## config.mk

```make
export PLATFORM = sky130hd
export DESIGN_NAME = strb_to_axis_fifo
export DESIGN_NICKNAME = d
export VERILOG_FILES = /design/src/rtl/strb_to_axis_fifo.sv
export SDC_FILE = /design/constraint.sdc
export NUM_CORES = 1
export LEC_CHECK = 0
export BUFFER_PORTS_ARGS = -buffer_cell sky130_fd_sc_hd__buf_2
export CAP_MARGIN = 20
export CORE_MARGIN = 2
export CORE_UTILIZATION = 45
export CTS_CLUSTER_SIZE = 12
export DETAILED_ROUTE_END_ITERATION = 8
export PLACE_DENSITY = 0.78
export RECOVER_POWER = 100
export SYNTH_ARGS = -nofsm -noshare
export SYNTH_HDL_FRONTEND = slang
export SYNTH_SLANG_ARGS = --single-unit
export TNS_END_PERCENT = 20
```

## constraint.sdc

```tcl
create_clock -name clk -period 3.67 [get_ports clk]
set_input_delay 0.734 -clock clk [delete_from_list [all_inputs] [get_ports clk]]
set_output_delay 0.734 -clock clk [all_outputs]
set_load 0.01 [all_outputs]
```

## src/rtl/strb_to_axis_fifo.sv

```systemverilog
// strb_to_axis_fifo: buffers strobed words from a CDC vector stage in a small
// register FIFO and re-presents them as an AXI stream with backpressure.
// Strobes arriving when no slot is free are dropped and flagged (sticky ovf).
// Optional feature macro: STRB_TO_AXIS_FIFO_OVF_COUNT_EN adds a saturating
// drop counter on ovf_count; without it ovf_count is tied to 0.
module strb_to_axis_fifo #(
  parameter int WIDTH         = 2,
  parameter int DEPTH         = 4,
  parameter int OVF_CNT_WIDTH = 8
) (
  input  logic                       clk,
  input  logic                       aresetn,
  input  logic                       i_strb,
  input  logic [WIDTH-1:0]           i,
  output logic                       o_tvalid,
  input  logic                       o_tready,
  output logic [WIDTH-1:0]           o_tdata,
  output logic [$clog2(DEPTH):0]     level,
  output logic                       ovf,
  input  logic                       ovf_clr,
  output logic [OVF_CNT_WIDTH-1:0]   ovf_count
);
  localparam int AW = $clog2(DEPTH);

  // Pointers carry one extra wrap bit so full and empty are distinguishable.
  logic [AW:0]                  wr_ptr, rd_ptr;
  logic [DEPTH-1:0][WIDTH-1:0]  mem;
  logic                         empty, full, pop, push, drop;

  assign empty    = (wr_ptr == rd_ptr);
  assign full     = (wr_ptr[AW-1:0] == rd_ptr[AW-1:0]) && (wr_ptr[AW] != rd_ptr[AW]);
  assign o_tvalid = !empty;
  assign o_tdata  = mem[rd_ptr[AW-1:0]];
  assign level    = wr_ptr - rd_ptr;

  // A pop frees the head slot in the same cycle, so a full FIFO still accepts.
  assign pop  = o_tvalid & o_tready;
  assign push = i_strb & (!full | pop);
  assign drop = i_strb & full & !pop;

  // Pointer update; wrap is plain modulo arithmetic.
  always_ff @(posedge clk or negedge aresetn) begin
    if (!aresetn) begin
      wr_ptr <= '0;
      rd_ptr <= '0;
    end else begin
      if (push) wr_ptr <= wr_ptr + 1'b1;
      if (pop)  rd_ptr <= rd_ptr + 1'b1;
    end
  end

  // Storage array: one register per entry, written only at the tail slot.
  genvar g;
  generate
    for (g = 0; g < DEPTH; g++) begin : g_mem
      always_ff @(posedge clk or negedge aresetn) begin
        if (!aresetn)
          mem[g] <= '0;
        else if (push && (wr_ptr[AW-1:0] == AW'(g)))
          mem[g] <= i;
      end
    end
  endgenerate

  // Sticky overflow flag; a drop in the same cycle as a clear wins.
  always_ff @(posedge clk or negedge aresetn) begin
    if (!aresetn)     ovf <= 1'b0;
    else if (drop)    ovf <= 1'b1;
    else if (ovf_clr) ovf <= 1'b0;
  end

`ifdef STRB_TO_AXIS_FIFO_OVF_COUNT_EN
  logic [OVF_CNT_WIDTH-1:0] cnt;

  // Saturating drop counter; clear restarts at 1 if a drop coincides.
  always_ff @(posedge clk or negedge aresetn) begin
    if (!aresetn)
      cnt <= '0;
    else if (ovf_clr)
      cnt <= drop ? OVF_CNT_WIDTH'(1) : '0;
    else if (drop && (cnt != {OVF_CNT_WIDTH{1'b1}}))
      cnt <= cnt + 1'b1;
  end

  assign ovf_count = cnt;
`else
  assign ovf_count = '0;
`endif

endmodule

```

# Word level (Yosys, flattened, before mapping)
# Index checks and enable logic that the tools add are counted.
classes:
  addsub: 3
  reduce_logical: 10
  n_eq_ne: 6
  order_cmp: 1
  n_bitwise: 5
  mux: 4
op_table:
  columns: ["cell", "count"]
  rows:
  - ["adder 3 x 1 -> 3 bit, second input constant", 2]
  - ["logical AND 1 bit", 5]
  - ["bitwise AND 1 bit", 4]
  - ["binary-select mux 2 bit (select 2 bit)", 1]
  - ["== test 2 bit, second input constant", 2]
  - ["== test 3 bit", 1]
  - ["zero test 1 bit", 3]
  - ["< comparator 2 x 3 -> 1 bit, second input constant", 1]
  - ["subtractor 3 bit", 1]
  - ["== test 2 x 1 -> 1 bit, second input constant", 1]
  - ["== test 2 bit", 1]
  - ["zero test 2 bit", 1]
  - ["two-way mux 1 bit", 2]
  - ["two-way mux 2 bit", 1]
  - ["nonzero test 2 bit", 1]
  - ["inequality test 1 bit", 1]
  - ["OR 1 bit", 1]
totals:
  out_inout_bits: 15
  word_cells: 36
  register_bits: 15
  in_bits: 7

# Depth between registers and ports, before layout
depth:
  ltp_word: 6
  mapped_depth: 6
  ltp_nobuf: 5

# Worst setup path after synthesis
# OpenSTA, ideal clock, no wires.
synth_path:
  kind: "register to output"
  from: "register wr_ptr[0]"
  to: "output port level[2]"
  arrival_time_ps: 1293
  required_time_ps: 2936
  path_buffers: 0
  slack_ps: 1643
  stages_incl_launch_ff: 5
  cell_sequence: "dfrtp_1 inv_1 ha_1 fa_1 xnor2_1"
synth_between:
  elab_chain_cells: 1
synth_lines:
  columns: ["element", "line_no", "text"]
  rows:
  - ["start, declared", "26", "logic [AW:0] wr_ptr, rd_ptr;"]
  - ["start signal, assigned", "47", "if (push) wr_ptr <= wr_ptr + 1'b1;"]
  - ["subtractor 3 bit", "34", "assign level = wr_ptr - rd_ptr;"]
  - ["end, declared", "18", "output logic [$clog2(DEPTH):0] level,"]
# Every way passes these cells.

# Worst setup path after layout
# Ends and elaborated chain as after synthesis.

==> metrics.cfg <==
[sta]
setup_tns_ns=0
setup_violations=0
rsz0062_at_grt=false
fin_ws_ns=1.204
finalCritPeriodShare_pct=67.19
worst_pin_slew_ns=0.7530
clock_skew_ns=0.003124
slew_viol_final=0
hold_viol_final=0
holdWs_ns=0.4882
fin_crit_ns=2.466
fmax_mhz=405.6
maxSlewHeadroom_pct=49.80

[power]
p_leak_nw=0.4547
ir_drop_v=0.0003770
p_per_area_mw_per_mm2=955.4

[synth]
synth-simple-area-share_pct=7.044
async_flop_share_pct=100.0
synth_compound_area_share_pct=7.459
synth-edff-count=0
ys_top_cells_by_area=dfrtp_1 41%, mux2_2 12%, ha_1 9.7%
synth_top_area_cell=dfrtp_1
synth_fa_ha_area_share_pct=11.88
synth_top_area_share_pct=41.44
yosysMostFrequentCell=dfrtp_1
synth-seq-cells=15
synthMuxAreaShare_pct=17.40
synth_area_sq_um=905.9
postSynthCellCount=78
synth_xor_area_share_pct=4.834
ys_warn_count=0
synth_cell_types=25
synth_common_cells=15 x dfrtp_1, 10 x mux2_2, 8 x buf_4, 7 x ha_1
ys_seq_area_share_pct=41.44
synth_top_flop_cell=dfrtp_1
synth_top_family_by_area=multiplexers
avgSynthCellArea_sq_um=11.61

[drt]
met1Wirelength_um=627
drt_iter0_drc=3
first_pass_iters=3
routed_via_density=4.775
vias=573
drt-wirelength-per-cell_um=12.68
antenna_left=0
dr_wl_met3_um=65
wl_met2_um=828
drc=0
top_layer_used=met3
drt_wl_total_mm=1.521

[worst_setup_path]
cp_slowest_stage_delay_ns=0.43
cp_cell_sequence=inv_1, ha_1, fa_1, xnor2_1, clkbuf_1
cp-end-kind=primary output
rr_endpoint=wr_ptr[1]$_DFFE_PN0P_
r2r_cells=5
slowest_stage=dfrtp_1
path_class=flop to primary output
startpoint_type=flop
crit_arrival_ns=1.73
worst_ep_required_time_ns=2.94
timing.rr.start=wr_ptr[0]$_DFFE_PN0P_
path_max_fanout=4
r2r_slack_ns=1.76

[cts]
clock_sink_count=15
clk_path_buf_depth=2
numCtsBuffers=3
ctsResizeCount=0
clk_pin_slew_ns=0.08
tritoncts=built
worstSkewPairLatency_ns=0.28
cts_setup_buffers=0
cts_root_buf=clkbuf_4
htree_levels=1
holdBufCountCts=0

[floorplanning]
fp.dieArea_sq_mm=0.002388
die_w_um=48.87
io_pins=22
rows=16
die_h_um=48.87
initial_utilization_pct=47.14
coreArea_sq_mm=0.001922

[global_route]
antenna_found_initial=0
grt_pass1_vias=592
grt_pass1_wl_mm=2.601
grt_usage_pct=14.33
gr-total-overflow=0
grt_max_degree=16

[layout]
syn2layout_area_growth_pct=8.149
diodes=0
finalNetCount=109
drive_gt1_share_pct=25.81
fill_cells=187

[outcome]
status=finished clean

[placement]
gp_congestion=0.7227
dp_slack_ns=1.546
io_buffers=13
place_hpwl_mm=1.239

[worst_hold_path]
hp-class=input pin to asynchronous set/reset pin

[flow_run]
cap_violations=0

==> flip-flops by register name, indices dropped and copies added (netlist names) <==
name,count
wr_ptr,3
ovf,1
rd_ptr,3
mem,8
==> routing by layer <==
metal | vias to the layer above | GRT usage, %
met5 | - | 0
met4 | 0 | 4.286
met3 | 0 | 6.135
met2 | 14 | 26.26
met1 | 279 | 14.66
li1 | 280 | -
==> through the flow <==
stage          std cells  utilization [%]  instance area (sq um)  total power [mW]
2_1_floorplan         85                -                  932.1            0.7129
3_3_place_gp         116            50.33                  967.2            0.8467
3_5_place_dp         116            50.33                  967.2            0.8750
4_1_cts              120            51.76                  994.7            0.9708
5_1_grt              120            50.98                  979.7             1.021
6_report             120            50.98                  979.7            0.9360
==> how the worst max path moves through the flow <==
stage,from,slack (ns),cells after the start,endpoint
floorplan,wr_ptr[0]$_DFFE_PN0P_,1.64,4,level[2]
global placement,wr_ptr[0]$_DFFE_PN0P_,1.60,5,level[2]
detailed placement,wr_ptr[0]$_DFFE_PN0P_,1.55,5,level[2]
CTS,wr_ptr[0]$_DFFE_PN0P_,1.22,5,level[2]
global route,wr_ptr[0]$_DFFE_PN0P_,1.07,5,level[2]
finish,wr_ptr[0]$_DFFE_PN0P_,1.20,5,level[2]
==> layout make-up <==
class | instances | area, sq um | share of cell area (%)
sequential | 15 | 375.4 | 38.31
clock buffer | 3 | 22.52 | 2.299
timing repair buffer | 13 | 55.05 | 5.619
tap | 27 | 33.78 | 3.448
inverter | 6 | 22.52 | 2.299
multi-input combinational | 55 | 465.4 | 47.51
clock inverter | 1 | 5.005 | 0.5109
==> power breakdown <==
part,switching (mW),internal [mW],total (mW)
Combinational,0.267,0.246,0.513
Clock,0.0506,0.0405,0.0911
Sequential,0.0824,0.250,0.332
==> kinds of logic after synthesis <==
logic type | after synthesis
fa+ha+maj | 8
mux | 12
buf+inv | 15
xor+xnor | 5
simple gates | 13
flops | 15
compound gates | 9
other cells | 1
==> critical path, delay by kind of cell (launching register included) <==
kind	cells	cell delay [ns]
flops	1	0.43
buf+inv	2	0.27
fa+ha+maj	2	0.58
xor+xnor	1	0.16
==> cells in the final DEF, fill, tap and decap left out, drive strengths merged <==
cell     n
o31ai    1
nor2     1
xnor2    4
a211o    1
dfrtp   15
clkinv   1
buf      5
nor4     1
nor3     1
xor2     1
nand2    6
a21o     1
nand3    2
fa       1
a221o    1
mux4     2
nor3b    1
o21ai    2
inv      6
mux2    10
conb     8
a21oi    3
ha       7
clkbuf  11
and3b    1
Note: power is estimated with default switching activity, not from simulation.
